[src/rtl/alu_pkg.sv]
// ============================================================================
// alu_pkg : unit-select codes, sequencer FSM states and the shared opcode type
// Rev 1.0
// ============================================================================
`default_nettype none

package alu_pkg;

  typedef logic [1:0] alu_fun_t;

  typedef enum logic [1:0] {
    UNIT_ARITH = 2'b00,
    UNIT_LOGIC = 2'b01,
    UNIT_CMP   = 2'b10,
    UNIT_SHIFT = 2'b11
  } unit_e;

  typedef enum logic [1:0] {
    IDLE    = 2'b00,
    ISSUE   = 2'b01,
    CAPTURE = 2'b10,
    HOLD    = 2'b11
  } state_e;

endpackage

`default_nettype wire

[src/rtl/alu_cmd_fifo.sv]
// ============================================================================
// alu_cmd_fifo : command buffer, full/empty from extra-bit pointer compare
// Rev 1.0
// ============================================================================
`default_nettype none

module alu_cmd_fifo #(
  parameter int WIDTH = 20,
  parameter int DEPTH = 4
) (
  input  logic             clk,
  input  logic             rst,
  input  logic             push,
  input  logic [WIDTH-1:0] wdata,
  input  logic             pop,
  output logic [WIDTH-1:0] rdata,
  output logic             full,
  output logic             empty
);

  localparam int            AW      = $clog2(DEPTH);
  localparam logic [AW:0]   PTR_ONE = (AW + 1)'(1);

  logic [AW:0]      wr_ptr;
  logic [AW:0]      rd_ptr;
  logic [WIDTH-1:0] mem [DEPTH];
  logic             do_push;
  logic             do_pop;

  assign do_push = push & ~full;
  assign do_pop  = pop & ~empty;

  always_ff @(posedge clk) begin
    if (do_push) begin
      mem[wr_ptr[AW-1:0]] <= wdata;
    end
  end

  always_ff @(posedge clk or posedge rst) begin
    if (rst) begin
      wr_ptr <= '0;
      rd_ptr <= '0;
    end else begin
      if (do_push) wr_ptr <= wr_ptr + PTR_ONE;
      if (do_pop)  rd_ptr <= rd_ptr + PTR_ONE;
    end
  end

  // Same index with differing wrap bits means the writer lapped the reader.
  assign empty = (wr_ptr == rd_ptr);
  assign full  = (wr_ptr[AW] != rd_ptr[AW]) && (wr_ptr[AW-1:0] == rd_ptr[AW-1:0]);
  assign rdata = mem[rd_ptr[AW-1:0]];

endmodule

`default_nettype wire

[src/rtl/alu_cmd_sequencer.sv]
// ============================================================================
// alu_cmd_sequencer : buffers ALU commands, issues each to one unit, returns result
// Rev 1.0
// ============================================================================
`default_nettype none

module alu_cmd_sequencer
  import alu_pkg::*;
#(
  parameter int IN_WIDTH   = 8,
  parameter int OUT_WIDTH  = 16,
  parameter int FIFO_DEPTH = 4
) (
  input  logic                 clk,
  input  logic                 RST,
  input  logic                 cmd_valid,
  output logic                 cmd_ready,
  input  logic [IN_WIDTH-1:0]  cmd_A,
  input  logic [IN_WIDTH-1:0]  cmd_B,
  input  logic [3:0]           cmd_FUN,
  output logic [IN_WIDTH-1:0]  A,
  output logic [IN_WIDTH-1:0]  B,
  output alu_fun_t             ALU_FUN,
  output logic                 Arith_Enable,
  output logic                 Logic_Enable,
  output logic                 CMP_Enable,
  output logic                 Shift_Enable,
  input  logic [OUT_WIDTH-1:0] ARITH_OUT,
  input  logic [OUT_WIDTH-1:0] LOGIC_OUT,
  input  logic [OUT_WIDTH-1:0] CMP_OUT,
  input  logic [OUT_WIDTH-1:0] SHIFT_OUT,
  input  logic                 ARITH_Flag,
  input  logic                 LOGIC_Flag,
  input  logic                 CMP_Flag,
  input  logic                 SHIFT_Flag,
  output logic                 res_valid,
  input  logic                 res_ready,
  output logic [OUT_WIDTH-1:0] res_data,
  output logic [1:0]           res_unit,
  output logic                 res_err
);

  localparam int CMD_W = 2 * IN_WIDTH + 4;

  state_e               state;
  state_e               state_nxt;
  logic [IN_WIDTH-1:0]  a_q;
  logic [IN_WIDTH-1:0]  b_q;
  logic [3:0]           fun_q;
  unit_e                sel;
  logic                 init_done;
  logic                 fifo_full;
  logic                 fifo_empty;
  logic                 push;
  logic                 pop;
  logic [CMD_W-1:0]     head;
  logic [OUT_WIDTH-1:0] sel_out;
  logic                 sel_flag;
  logic                 issue;

  // init_done keeps cmd_ready low until the first edge after reset release.
  assign cmd_ready = init_done & ~fifo_full;
  assign push      = cmd_valid & cmd_ready;

  alu_cmd_fifo #(
    .WIDTH (CMD_W),
    .DEPTH (FIFO_DEPTH)
  ) u_fifo (
    .clk   (clk),
    .rst   (RST),
    .push  (push),
    .wdata ({cmd_FUN, cmd_A, cmd_B}),
    .pop   (pop),
    .rdata (head),
    .full  (fifo_full),
    .empty (fifo_empty)
  );

  always_ff @(posedge clk or posedge RST) begin
    if (RST) begin
      state     <= IDLE;
      init_done <= 1'b0;
    end else begin
      state     <= state_nxt;
      init_done <= 1'b1;
    end
  end

  always_comb begin
    state_nxt = state;
    pop       = 1'b0;
    case (state)
      IDLE: begin
        if (!fifo_empty) begin
          pop       = 1'b1;
          state_nxt = ISSUE;
        end
      end
      ISSUE:   state_nxt = CAPTURE;
      CAPTURE: state_nxt = HOLD;
      HOLD: begin
        if (res_ready) begin
          if (!fifo_empty) begin
            pop       = 1'b1;
            state_nxt = ISSUE;
          end else begin
            state_nxt = IDLE;
          end
        end
      end
      default: state_nxt = IDLE;
    endcase
  end

  always_ff @(posedge clk or posedge RST) begin
    if (RST) begin
      fun_q <= '0;
      a_q   <= '0;
      b_q   <= '0;
    end else if (pop) begin
      {fun_q, a_q, b_q} <= head;
    end
  end

  assign A       = a_q;
  assign B       = b_q;
  assign ALU_FUN = fun_q[1:0];
  assign sel     = unit_e'(fun_q[3:2]);
  assign issue   = (state == ISSUE);

  // Enables decode from state, so an async reset drops them at once.
  assign Arith_Enable = issue && (sel == UNIT_ARITH);
  assign Logic_Enable = issue && (sel == UNIT_LOGIC);
  assign CMP_Enable   = issue && (sel == UNIT_CMP);
  assign Shift_Enable = issue && (sel == UNIT_SHIFT);

  always_comb begin
    sel_out  = ARITH_OUT;
    sel_flag = ARITH_Flag;
    case (sel)
      UNIT_ARITH: begin sel_out = ARITH_OUT; sel_flag = ARITH_Flag; end
      UNIT_LOGIC: begin sel_out = LOGIC_OUT; sel_flag = LOGIC_Flag; end
      UNIT_CMP:   begin sel_out = CMP_OUT;   sel_flag = CMP_Flag;   end
      UNIT_SHIFT: begin sel_out = SHIFT_OUT; sel_flag = SHIFT_Flag; end
      default:    begin sel_out = ARITH_OUT; sel_flag = ARITH_Flag; end
    endcase
  end

  always_ff @(posedge clk or posedge RST) begin
    if (RST) begin
      res_valid <= 1'b0;
      res_data  <= '0;
      res_unit  <= '0;
      res_err   <= 1'b0;
    end else if (state == CAPTURE) begin
      res_valid <= 1'b1;
      res_data  <= sel_out;
      res_unit  <= fun_q[3:2];
      res_err   <= ~sel_flag;
    end else if ((state == HOLD) && res_ready) begin
      res_valid <= 1'b0;
    end
  end

endmodule

`default_nettype wire

[config.mk]
export PLATFORM = sky130hd
export DESIGN_NAME = alu_cmd_sequencer
export DESIGN_NICKNAME = d
export VERILOG_FILES = /design/src/rtl/alu_pkg.sv /design/src/rtl/alu_cmd_fifo.sv /design/src/rtl/alu_cmd_sequencer.sv
export SDC_FILE = /design/constraint.sdc
export NUM_CORES = 1
export LEC_CHECK = 0
export ABC_CLOCK_PERIOD_IN_PS = 3600
export BUFFER_PORTS_ARGS = -buffer_cell sky130_fd_sc_hd__buf_2
export CAP_MARGIN = 10
export CELL_PAD_IN_SITES_DETAIL_PLACEMENT = 0
export CELL_PAD_IN_SITES_GLOBAL_PLACEMENT = 1
export CORE_ASPECT_RATIO = 1.5
export CORE_UTILIZATION = 48
export DETAILED_ROUTE_END_ITERATION = 6
export GPL_ROUTABILITY_DRIVEN = 0
export PLACE_DENSITY = 0.87
export SYNTH_ARGS = -nofsm -noshare
export SYNTH_HDL_FRONTEND = slang
export SYNTH_SLANG_ARGS = --single-unit
export TNS_END_PERCENT = 10
[constraint.sdc]
create_clock -name clk -period 3.6 [get_ports clk]
set_clock_uncertainty 0.05 [all_clocks]
set_input_delay 0.18 -clock clk [delete_from_list [all_inputs] [get_ports clk]]
set_output_delay 0.18 -clock clk [all_outputs]
set_load 0.03 [all_outputs]
Word-level counts from Yosys, hierarchy flattened
Memories as Yosys holds them, arrays and structs flattened. A register that Yosys moved wholly into a read port is not among the register bits. Cells that the tools add are included.

Multiplexer cells: 13. Bitwise gates (word level): 7. Multipliers: 0. Equal/unequal tests: 11. Divide/modulo/power cells: 0. Add/sub/neg operators: 2. Shift-type cells: 0. Order comparisons: 0. Reduce and logical (&&, ||, !) cells: 10.

Operators by type and width (count): $pmux W16 S4 (1); $eq A2 B2 Y1 const B (4); $pmux W2 S4 (1); $mux W1 (7); $add A3 B1 Y3 const B (2); $logic_and A1 B1 Y1 (6); $and A1 B1 Y1 (4); $eq A2 B1 Y1 const B (2); $logic_not A2 Y1 (2); $mux W2 (2); $ne A2 B2 Y1 const B (2); $pmux W1 S4 (1); $eq A3 B3 Y1 (1); $not A1 Y1 (3); $eq A2 B2 Y1 (1); $pmux W1 S2 (1); $reduce_and A2 Y1 (1); $reduce_bool A2 Y1 (1); $ne A1 B1 Y1 (1).

Memories: 1. Latch bits: 0. Word-level logic and storage cells: 52. Output and inout port bits: 43. RAM bits: 80. Input bits: 92. Memory bits (read-only): 0. Bits in registers: 29.

Memory list: u_fifo.mem (words 4, bits a word 20, rd ports 1, clocked after memory_dff 1, write ports 1, line alu_cmd_fifo.sv:26) `logic [WIDTH-1:0] mem [DEPTH];`.

Longest topological paths before layout
Gate-level depths: netlist of the first run.

Word-level depth: 8. Mapped depth: 7. Mapped depth without buffers: 6.

Cells and area by module
Synthesis of the first run repeated with hierarchy kept, for this count alone.

Cell total of the unflattened synthesis: 349. Area, all modules: 5745.5 µm².

By module, submodules not included: alu_cmd_fifo (times used 1, cells each 155, area each 3403.3 µm², sequential area each 2552.4 µm²); alu_cmd_sequencer (times used 1, cells each 194, area each 2342.2 µm², sequential area each 1076.0 µm²).

Least setup slack after synthesis of the first run
OpenSTA, ideal clock, no wires.

Kind: reg2reg. From: register u_fifo.rd_ptr[1]. To: memory u_fifo.mem[3][0] (enable). Buffers on the path: 0. Cell stages (with the launch flop): 4. Slack: 1539 ps. Required time: 3170 ps. Arrival: 1631 ps. Library setup time: 380 ps. Path through: dfrtp_1 -> xnor2_1 -> a31oi_1 -> and2_1.

Longest elaborated chain between the ends: 8.

RTL lines: from (decl) (line alu_cmd_fifo.sv:25) `logic [AW:0] rd_ptr;`; from (signal assigned) (line alu_cmd_fifo.sv:45) `if (do_pop) rd_ptr <= rd_ptr + PTR_ONE;`; $eq A2 B2 Y1 (*) (line alu_cmd_fifo.sv:51) `assign full = (wr_ptr[AW] != rd_ptr[AW]) && (wr_ptr[AW-1:0] == rd_ptr[AW-1:0]);`; $logic_and A1 B1 Y1 (*) (line alu_cmd_fifo.sv:51); $not A1 Y1 (*) (line alu_cmd_fifo.sv:30, alu_cmd_sequencer.sv:62); $and A1 B1 Y1 (line alu_cmd_sequencer.sv:62) `assign cmd_ready = init_done & ~fifo_full;`; $and A1 B1 Y1 (line alu_cmd_sequencer.sv:63) `assign push = cmd_valid & cmd_ready;`; $and A1 B1 Y1 (*) (line alu_cmd_fifo.sv:30) `assign do_push = push & ~full;`; $mux W1 (*) (line alu_cmd_fifo.sv:34) `if (do_push) begin`; $mux W1 (not written as such) (*) (line alu_cmd_fifo.sv:35) `mem[wr_ptr[AW-1:0]] <= wdata;`; to (decl) (line alu_cmd_fifo.sv:26).

Every way passes the cells marked *; elsewhere a longest branch is shown, timed or not.

Final worst setup path of the first run
From: register u_fifo.rd_ptr[1]. To: memory u_fifo.mem[0][19] (enable).

Same word-level chain as after synthesis.

==> run_results.csv, run 1 <==
group,metric,value,unit
yosys,synth.most_common_cell,"edfxtp_1",
yosys,synth-edff-count,80,
sta,min_period,2.45,ns
yosys,synth_simple_gate_area_share,1.69,%
grt,grt_pass1_wl,16300,um
pwr,peakVddDrop,0.000464,V
route,wire_per_inst,17.4,um
yosys,yosys-top-cells-count,"edfxtp_1, dfrtp_1, mux2_2",
die,pin_count,135,
run_status,status,"finished, final reports clean",
die,num_rows,47,
critical_path,arrival,2.49,ns
clock_tree,cts_resized,0,
critical_path,ff2ff_path_depth,5,
sta,rsz0062_at_grt,"no",
pwr,power.leakage,2.83,nW
yosys,syn-num-nets,376,
critical_path,critPathLaunchType,"flip-flop",
yosys,yosys_register_bits,129,
grt,overflow,0,
route,via_per_inst,5.16,
clock_tree,clk_pin_slew,0.05,ns
sta,relSlewSlack,38.0,%
placement,port_buffers,134,
yosys,synth-compound-area-share,1.76,%
route,dr.pass1.iters,4,
clock_tree,cts.sink_count,129,
sta,tightest_slew,0.929,ns
yosys,yosysTopAreaCell,"edfxtp_1",
layout,multi_input_area,1660,um2
critical_path,crit_required,3.64,ns
route,route.detailed.drc,0,
yosys,yosys-top-cells-area,"edfxtp_1, dfrtp_1, mux4_2, mux2_2, ha_1",
yosys,synthAdderAreaFrac,2.32,%
critical_path,rrSetupSlack,1.15,ns
sta,setup_viol,0,
layout,utilization,64.0,%
layout,fin_nets,544,
sta,finalSetupTns,0,ns
yosys,synth_top_cell_area_share,44.6,%
yosys,synth_top_flop_cell,"edfxtp_1",
route,final_antenna_net_count,0,
placement,hpwl,6810,um
clock_tree,cts_made_buffers,17,
clock_tree,root_buffer,"clkbuf_16",
sta,post-route-period-util,68.1,%
route,drt_iter0_markers,117,
sta,report.final.slew_viol_count,0,
layout,syn_to_final_growth,30.7,%
layout,diodes,0,
die,die_w,88.5,um
route,wirelength,10500,um
clock_tree,cts_buffer_depth,2,
yosys,ys_async_sr_fraction,38.0,%
yosys,synthDistinctLibCells,29,
critical_path,crit_path_end_kind,"flip-flop",
grt,grt_pass1_vias,3245,
die,core_area,11000,um2
yosys,synth_area,5390,um2
die,die_area,11700,um2
grt,antenna_found_initial,0,
worst_hold_path,min_path_type,"input pin to flip-flop",
layout,fillers,796,
layout,drive_above_1_share,54.8,%
grt,grt_max_degree,50,
route,vias,3104,
pwr,power_density,897,nW/um2
yosys,yosysWarnings,0,
worst_hold_path,holdPathEnd,"res_valid",
yosys,synth-xor-area-share,1.30,%
die,die_height,132,um
clock_tree,cts_tree,"done",
clock_tree,cts_htree_levels,4,
die,start_util,49.0,%
clock_tree,worstSkewPairLatency,0.40,ns
yosys,synth_seq_area_share,67.3,%
sta,fmaxAchievable,408,MHz
worst_hold_path,holdCritStartpoint,"res_ready",
layout,final-seq-area,3630,um2
critical_path,reg2reg_to,"u_fifo.mem[0][19]",
yosys,syn_inst,274,
yosys,syn-mean-instance-area,19.7,um2
grt,grt_usage,19.6,%
yosys,synthMuxAreaShare,23.6,%
critical_path,timing.rr.start,"u_fifo.rd_ptr[1]",
critical_path,path_max_fanout,23,
sta,hold_viol,0,
worst_hold_path,whs_path_depth,3,
yosys,synth_top_family_by_area,"multiplexers",
run,cap_violations,0,
critical_path,path_class,"flip-flop to flip-flop",
==> per-stage QoR <==
step	std cells	setup slack, ns	total power, mW	hold slack, ns	instance area [um2]
2_1_floorplan	274	1.54	4.09	0.229	5390
3_3_place_gp	548	1.23	4.60	0.344	6220
3_5_place_dp	548	1.13	4.68	0.354	6220
4_1_cts	599	1.10	6.39	0.0223	7010
5_1_grt	601	0.908	6.67	0.0406	7040
6_report	601	1.15	6.32	0.0439	7040
==> cell type report <==
type                            count  share of cell area [%]
Timing Repair Buffer              164                    13.6
Sequential cell                   129                    51.5
Clock buffer                       22                    6.88
Clock inverter                      9                    1.53
Multi-Input combinational cell    125                    23.5
Inverter                            5                   0.267
Tap cell                          147                    2.61
==> metal layers <==
layer  up-vias  wire, um  GRT usage (%)
met5         -         0              0
met4         0       137           7.26
met3        10       587           5.89
met2       121      5690           34.6
met1      1559      4070           21.6
li1       1414         -              -
==> timing repair <==
action / in CTS / in global routing
setup endpoints to repair: 0 / 0
setup buffers: 0 / 0
hold buffers: 20 / 1
hold endpoints to repair: 80 / 49
==> registers in the layout, summed over array words and instances, names as in the netlist <==
name and count:
res_data 16, u_fifo.wr_ptr 3, res_valid 1, B 8
u_fifo.mem 80, fun_q 4, init_done 1, res_err 1
u_fifo.rd_ptr 3, A 8, state 2, res_unit 2
==> worst max-delay path: stages, from the launching register on <==
cell and delay (ns):
dfrtp_1 0.32, buf_4 0.30, xnor2_1 0.22, a31oi_1 0.54
and2_1 0.41, buf_4 0.30
==> layout by cell type, fill, tap and decap left out, types with 4 or more instances in the layout <==
cell	netlist	final
and2_1	4	4
buf_2	4	134
buf_4	2	8
clkbuf_16	0	17
clkbuf_8	0	4
clkinvlp_4	0	4
dfrtp_1	49	49
dlygate4sd3_1	0	21
edfxtp_1	80	80
ha_1	10	10
inv_1	5	4
mux2_2	38	38
mux4_2	37	37
nand2_1	7	7
o21ai_0	4	4
xnor2_1	5	5
==> worst max path at each step <==
stage / startpoint / endpoint / slack [ns] / cells past startpoint
2_1_floorplan: u_fifo.rd_ptr[1] / u_fifo.mem[3][0] / 1.54 / 3
3_5_place_dp: u_fifo.rd_ptr[1] / u_fifo.mem[0][2] / 1.13 / 5
5_1_grt: u_fifo.rd_ptr[1] / u_fifo.mem[0][19] / 0.91 / 5
3_3_place_gp: u_fifo.rd_ptr[1] / u_fifo.mem[0][17] / 1.23 / 5
4_1_cts: u_fifo.rd_ptr[1] / u_fifo.mem[0][19] / 1.10 / 5
6_report: u_fifo.rd_ptr[1] / u_fifo.mem[0][19] / 1.15 / 5
==> power by group <==
group          switching [mW]  internal, mW
sequential              0.223          1.99
clock                   0.589          1.09
combinational            1.32          1.11
total                    2.13          4.18
==> cells by family (layout without fill, tap and decap cells) <==
kind of cell,Yosys count,count (layout)
DFF,129,129
muxes,76,76
buffers and inverters,20,200
and+or+nand+nor,18,18
AOI/OAI and AO/OA,12,12
adders and majority gates,10,10
xor gates and xnor gates,8,8
other,1,1
Note: power is estimated with default switching activity, not from simulation.
==> run 2: changes to the inputs <==
--- a/config.mk
+++ b/config.mk
@@ -5,16 +5,17 @@
 export SDC_FILE = /design/constraint.sdc
 export NUM_CORES = 1
 export LEC_CHECK = 0
-export ABC_CLOCK_PERIOD_IN_PS = 3600
+export ABC_AREA = 1
+export ABC_CLOCK_PERIOD_IN_PS = 2100
 export BUFFER_PORTS_ARGS = -buffer_cell sky130_fd_sc_hd__buf_2
 export CAP_MARGIN = 10
 export CELL_PAD_IN_SITES_DETAIL_PLACEMENT = 0
 export CELL_PAD_IN_SITES_GLOBAL_PLACEMENT = 1
 export CORE_ASPECT_RATIO = 1.5
-export CORE_UTILIZATION = 48
+export CORE_UTILIZATION = 37
 export DETAILED_ROUTE_END_ITERATION = 6
 export GPL_ROUTABILITY_DRIVEN = 0
-export PLACE_DENSITY = 0.87
+export PLACE_DENSITY = 0.78
 export SYNTH_ARGS = -nofsm -noshare
 export SYNTH_HDL_FRONTEND = slang
 export SYNTH_SLANG_ARGS = --single-unit
==> constraint.sdc (replaced) <==
create_clock -name clk -period 2.1 [get_ports clk]
set_clock_uncertainty 0.05 [all_clocks]
set_input_delay 0.105 -clock clk [delete_from_list [all_inputs] [get_ports clk]]
set_output_delay 0.105 -clock clk [all_outputs]
set_load 0.03 [all_outputs]
==> run 2 against run 1 <==
Effect of this change: non-clock buffer count grew 28; flip-flop and latch count unchanged; via count is 44% higher; highest routed layer unchanged; critical path depth increased by 2; area after synthesis is 2.6% higher; total power is 74% higher; register-to-register slack got worse by 0.99 ns; combinational power increased by 92%; synthesized cell count rose by 93%; worst hold slack worse by 0.029 ns; first-iteration DRC count rose by 52%.
==> run_results.csv, run 2 <==
group,metric,value,unit
grt,antenna_found_initial,0,
route,dr.pass1.iters,5,
yosys,yosysWarnings,0,
yosys,synth_area,5530,um2
yosys,yosys-top-cells-count,"nand2_1, nor2_1, edfxtp_1",
die,num_rows,54,
critical_path,critPathLaunchType,"flip-flop",
pwr,power.leakage,3.14,nW
yosys,syn-mean-instance-area,10.4,um2
route,drt_iter0_markers,178,
grt,grt_pass1_vias,4387,
clock_tree,cts_made_buffers,17,
critical_path,arrival,1.98,ns
route,wirelength,14000,um
die,die_height,152,um
worst_hold_path,whs_path_depth,5,
yosys,synth-edff-count,80,
layout,syn_to_final_growth,34.2,%
clock_tree,cts.sink_count,129,
yosys,yosys-top-cells-area,"edfxtp_1, dfrtp_1, nand2_1, nor2_1, o21ai_0",
critical_path,path_class,"flip-flop to flip-flop",
layout,drive_above_1_share,26.7,%
route,vias,4484,
clock_tree,cts_htree_levels,4,
placement,port_buffers,134,
yosys,synth_top_flop_cell,"edfxtp_1",
die,pin_count,135,
sta,tightest_slew,0.525,ns
grt,grt_max_degree,42,
layout,largest_register_ffs,80,
layout,mostFrequentLayoutCells,"buf_2, nand2_1, nor2_1, edfxtp_1, o21ai_0",
worst_hold_path,min_path_type,"input pin to flip-flop",
layout,utilization,50.8,%
route,route.detailed.drc,0,
route,wire_per_inst,15.2,um
sta,relSlewSlack,64.9,%
sta,min_period,1.94,ns
grt,grt_pass1_wl,20800,um
layout,diodes,0,
clock_tree,root_buffer,"clkbuf_16",
clock_tree,postCtsSetupBuffers,0,
sta,report.final.slew_viol_count,0,
yosys,synth_seq_area_share,65.7,%
pwr,power_density,1480,nW/um2
grt,overflow,0,
sta,fmaxAchievable,515,MHz
yosys,yosys_register_bits,129,
layout,instances_no_fill,923,
yosys,syn-num-nets,632,
yosys,synth_top_cell_area_share,43.5,%
placement,place_inst,849,
layout,layout_commonest_cell,"buf_2",
sta,rsz0062_at_grt,"no",
clock_tree,worstSkewPairLatency,0.41,ns
sta,fin_hold_ws,0.0147,ns
pwr,peakVddDrop,0.000693,V
yosys,synthDistinctLibCells,26,
critical_path,path_max_fanout,20,
critical_path,crit_required,2.14,ns
die,core_area,14600,um2
yosys,syn_inst,530,
yosys,synth.most_common_cell,"nand2_1",
route,via_per_inst,4.86,
critical_path,ff2ff_path_depth,7,
die,die_w,102,um
die,die_area,15400,um2
layout,design_area,7420,um2
yosys,ys_async_sr_fraction,38.0,%
sta,hold_viol,0,
grt,grt_usage,18.2,%
clock_tree,clk_pin_slew,0.06,ns
layout,fin_nets,816,
sta,post-route-period-util,92.5,%
placement,hpwl,9500,um
pwr,power,11.0,mW
placement,dpl-instance-area,6440,um2
critical_path,crit_path_end_kind,"flip-flop",
clock_tree,cts_tree,"done",
sta,setup_viol,0,
yosys,yosysTopAreaCell,"edfxtp_1",
clock_tree,cts_buffer_depth,2,
run,cap_violations,0,
run_status,status,"finished, final reports clean",
route,final_antenna_net_count,0,
die,start_util,37.9,%
[run 2: routing by layer]
metal	wire [um]	global-route usage, %	vias to the layer above
met4	336	7.61	0
met1	5590	18.0	2109
met5	0	0	-
met2	7360	35.2	162
li1	-	-	2189
met3	706	4.27	24
[run 2: area by class of cell]
| type | instances | area [um2] |
|---|---|---|
| Clock buffer | 18 | 429 |
| Clock inverter | 14 | 108 |
| Fill cell | 1344 | 7180 |
| Inverter | 22 | 86.3 |
| Multi-Input combinational cell | 352 | 1680 |
| Sequential cell | 129 | 3630 |
| Tap cell | 196 | 245 |
| Timing Repair Buffer | 192 | 1240 |
[run 2: worst paths after layout]
| check | startpoint | end | slack, ns |
|---|---|---|---|
| min in group asynchronous | RST | res_data[3] | 0.20 |
| worst min-delay path | CMP_OUT[6] | res_data[6] | 0.01 |
| max in group asynchronous | RST | u_fifo.rd_ptr[2] | 1.17 |
| worst min register to register | res_data[0] | res_data[0] | 0.44 |
| worst max-delay path | u_fifo.wr_ptr[0] | u_fifo.mem[1][9] | 0.16 |
| worst max register to register | u_fifo.wr_ptr[0] | u_fifo.mem[1][9] | 0.16 |
[run 2: cells by family (layout without fill, tap and decap cells)]
group / Yosys count / after routing / synth area share [%]
XOR/XNOR: 3 / 3 / 0.476
buffers and inverters: 49 / 246 / 4.19
AO/OA/AOI/OAI: 120 / 120 / 11.4
flip-flops: 129 / 129 / 65.7
other: 1 / 1 / 0.0679
AND/OR/NAND/NOR: 218 / 218 / 16.0
adder cells (fa/ha/maj): 10 / 10 / 2.26
[run 2: what timing repair did]
item	CTS	global route
hold buffers	42	0
hold endpoints to repair	121	0
setup endpoints to repair	0	81
gates resized for setup	0	7
[run 2: power breakdown]
part	total [mW]	switching, mW	internal [mW]
Clock	2.64	1.12	1.52
Sequential	3.71	0.350	3.36
Combinational	4.66	3.17	1.50
Total	11.0	4.64	6.38
[run 2: stage by stage]
step                worst slack (ns)  setup TNS (ns)
floorplan                     -0.221          -17.65
global placement               0.229               0
detailed placement            0.0762               0
CTS                           0.0587               0
global route                  0.0262               0
finish                         0.157               0
[run 2: critical path: stages (launching register included)]
cell	delay (ns)
dfrtp_1	0.42
inv_1	0.12
nand2_1	0.08
nand2_1	0.10
nand4_1	0.22
nand3_2	0.20
nor2_1	0.17
buf_6	0.25
==> run 3: changes to the inputs <==
--- a/config.mk
+++ b/config.mk
@@ -5,17 +5,16 @@
 export SDC_FILE = /design/constraint.sdc
 export NUM_CORES = 1
 export LEC_CHECK = 0
-export ABC_AREA = 1
 export ABC_CLOCK_PERIOD_IN_PS = 2100
 export BUFFER_PORTS_ARGS = -buffer_cell sky130_fd_sc_hd__buf_2
 export CAP_MARGIN = 10
 export CELL_PAD_IN_SITES_DETAIL_PLACEMENT = 0
 export CELL_PAD_IN_SITES_GLOBAL_PLACEMENT = 1
 export CORE_ASPECT_RATIO = 1.5
-export CORE_UTILIZATION = 37
+export CORE_UTILIZATION = 40
 export DETAILED_ROUTE_END_ITERATION = 6
 export GPL_ROUTABILITY_DRIVEN = 0
-export PLACE_DENSITY = 0.78
+export PLACE_DENSITY = 0.77
 export SYNTH_ARGS = -nofsm -noshare
 export SYNTH_HDL_FRONTEND = slang
 export SYNTH_SLANG_ARGS = --single-unit
==> run 3 against run 2 <==
Effect of this change: count of clock-buffer cells in the layout up 4; core utilization rose by 4.1 points; register-to-register slack improved by 0.02 ns; combinational power shrank 5.8%; sequential share of layout area grew 1.6 points; flip-flop and latch count is the same; design area down 3.2%; critical endpoint is now u_fifo.mem[3][18]; largest cell class unchanged; highest routed layer unchanged.
==> run_results.csv, run 3 (synthesis results as in run 1) <==
group,metric,value,unit
run_status,status,"finished, final reports clean",
clock_tree,cts_tree,"done",
layout,syn_to_final_growth,33.3,%
worst_hold_path,min_path_type,"input pin to flip-flop",
critical_path,crit_required,2.12,ns
route,drt_iter0_markers,79,
pwr,p_switching,3.67,mW
sta,report.final.slew_viol_count,0,
clock_tree,worstSkewPairLatency,0.40,ns
grt,grt_pass1_vias,3175,
die,die_height,144,um
critical_path,timing.rr.start,"u_fifo.wr_ptr[0]",
clock_tree,clk_pin_slew,0.05,ns
critical_path,path_max_fanout,20,
route,via_per_inst,5.01,
sta,finalSetupTns,0,ns
die,die_area,13900,um2
sta,post-route-period-util,91.5,%
die,start_util,41.2,%
grt,overflow,0,
critical_path,critPathLaunchType,"flip-flop",
sta,min_period,1.92,ns
sta,relSlewSlack,55.6,%
critical_path,path_class,"flip-flop to flip-flop",
sta,worst_slack,0.179,ns
route,final_antenna_net_count,0,
critical_path,crit_path_end_kind,"flip-flop",
layout,largest_register_ffs,80,
run,cap_violations,0,
layout,layout_commonest_cell,"buf_2",
layout,fin_nets,551,
sta,tightest_slew,0.666,ns
grt,grt_pass1_wl,16400,um
sta,rsz0062_at_grt,"no",
worst_hold_path,holdPathEnd,"res_err",
route,wire_per_inst,16.7,um
pwr,power_density,1560,nW/um2
grt,antenna_found_initial,0,
sta,hold_viol,0,
layout,fillers,1033,
sta,setup_viol,0,
critical_path,rrSetupSlack,0.18,ns
pwr,pwr-share-clk,27.4,%
clock_tree,cts_made_buffers,17,
clock_tree,root_buffer,"clkbuf_16",
clock_tree,cts.sink_count,129,
pwr,power_frac_comb,39.3,%
pwr,peakVddDrop,0.000704,V
route,route.detailed.drc,0,
worst_hold_path,holdCritStartpoint,"LOGIC_Flag",
critical_path,arrival,1.94,ns
layout,mostFrequentLayoutCells,"buf_2, edfxtp_1, dfrtp_1, mux2_2, mux4_2",
placement,port_buffers,134,
placement,pre_cts_slack,0.200,ns
worst_hold_path,whs_path_depth,3,
route,wirelength,10400,um
layout,diodes,0,
pwr,seqPwrFrac,33.3,%
placement,hpwl,7010,um
grt,grt_max_degree,50,
route,dr.pass1.iters,4,
sta,fmaxAchievable,521,MHz
pwr,switching_share,32.8,%
route,vias,3113,
pwr,power.leakage,2.90,nW
die,num_rows,51,
critical_path,crit_start,"u_fifo.wr_ptr[0]",
critical_path,reg2reg_to,"u_fifo.mem[3][18]",
critical_path,ff2ff_path_depth,5,
clock_tree,cts_buffer_depth,2,
layout,drive_above_1_share,55.2,%
clock_tree,cts_resized,0,
clock_tree,cts_htree_levels,4,
die,die_w,96.8,um
die,pin_count,135,
die,core_area,13100,um2
grt,grt_usage,15.7,%
pwr,intPower,7.51,mW
run 3: power by group through the flow:
stage                     sequential [mW]  combinational, mW  clock (mW)
after floorplan                      4.46               2.56           0
after global placement               3.75               4.35           0
after detailed placement             3.78               4.44           0
after CTS                            3.74               4.48        3.13
after global routing                 3.81               4.73        3.25
final                                3.72               4.39        3.06
run 3: worst max-delay path, cell delays in order (launching register included):
cell,delay (ns)
dfrtp_1,0.42
xnor2_1,0.23
a31oi_1,0.21
buf_4,0.16
and2_1,0.18
buf_4,0.33
run 3: how the worst max path moves through the flow:
stage / to / slack [ns] / cells past startpoint
2_1_floorplan: u_fifo.mem[3][0] / 0.04 / 3
3_3_place_gp: u_fifo.mem[3][2] / 0.26 / 5
3_5_place_dp: u_fifo.mem[3][4] / 0.20 / 5
4_1_cts: u_fifo.mem[3][18] / 0.16 / 5
5_1_grt: u_fifo.mem[3][18] / 0.04 / 5
6_report: u_fifo.mem[3][18] / 0.18 / 5
run 3: metrics by stage:
step | hold WS (ns) | instances | util (%) | instance area (um2) | power (mW)
5_1_grt | 0.0535 | 621 | 54.9 | 7180 | 11.8
4_1_cts | 0.0444 | 621 | 54.9 | 7180 | 11.4
3_5_place_dp | 0.278 | 567 | 48.5 | 6340 | 8.22
2_1_floorplan | 0.154 | 274 | - | 5390 | 7.01
3_3_place_gp | 0.269 | 567 | 48.5 | 6340 | 8.11
6_report | 0.0629 | 621 | 54.9 | 7180 | 11.2
run 3: metal layers:
layer / up-vias / global-route usage [%] / routed length, um
met5: - / 0 / 0
met4: 0 / 6.83 / 162
met3: 8 / 5.36 / 702
met2: 127 / 27.9 / 5500
met1: 1540 / 17.0 / 4020
li1: 1438 / - / -
run 3: area by class of cell:
type / count / area (um2) / share of cell area [%]
Tap cell: 159 / 199 / 2.77
Clock buffer: 22 / 464 / 6.46
Sequential cell: 129 / 3630 / 50.5
Multi-Input combinational cell: 125 / 1660 / 23.1
Clock inverter: 10 / 160 / 2.23
Inverter: 5 / 18.8 / 0.261
Timing Repair Buffer: 171 / 1050 / 14.7
run 3: timing repair:
| action | in CTS | in global routing |
|---|---|---|
| hold buffers | 22 | 0 |
| endpoints found under the hold margin | 130 | 0 |
| setup buffers | 0 | 0 |
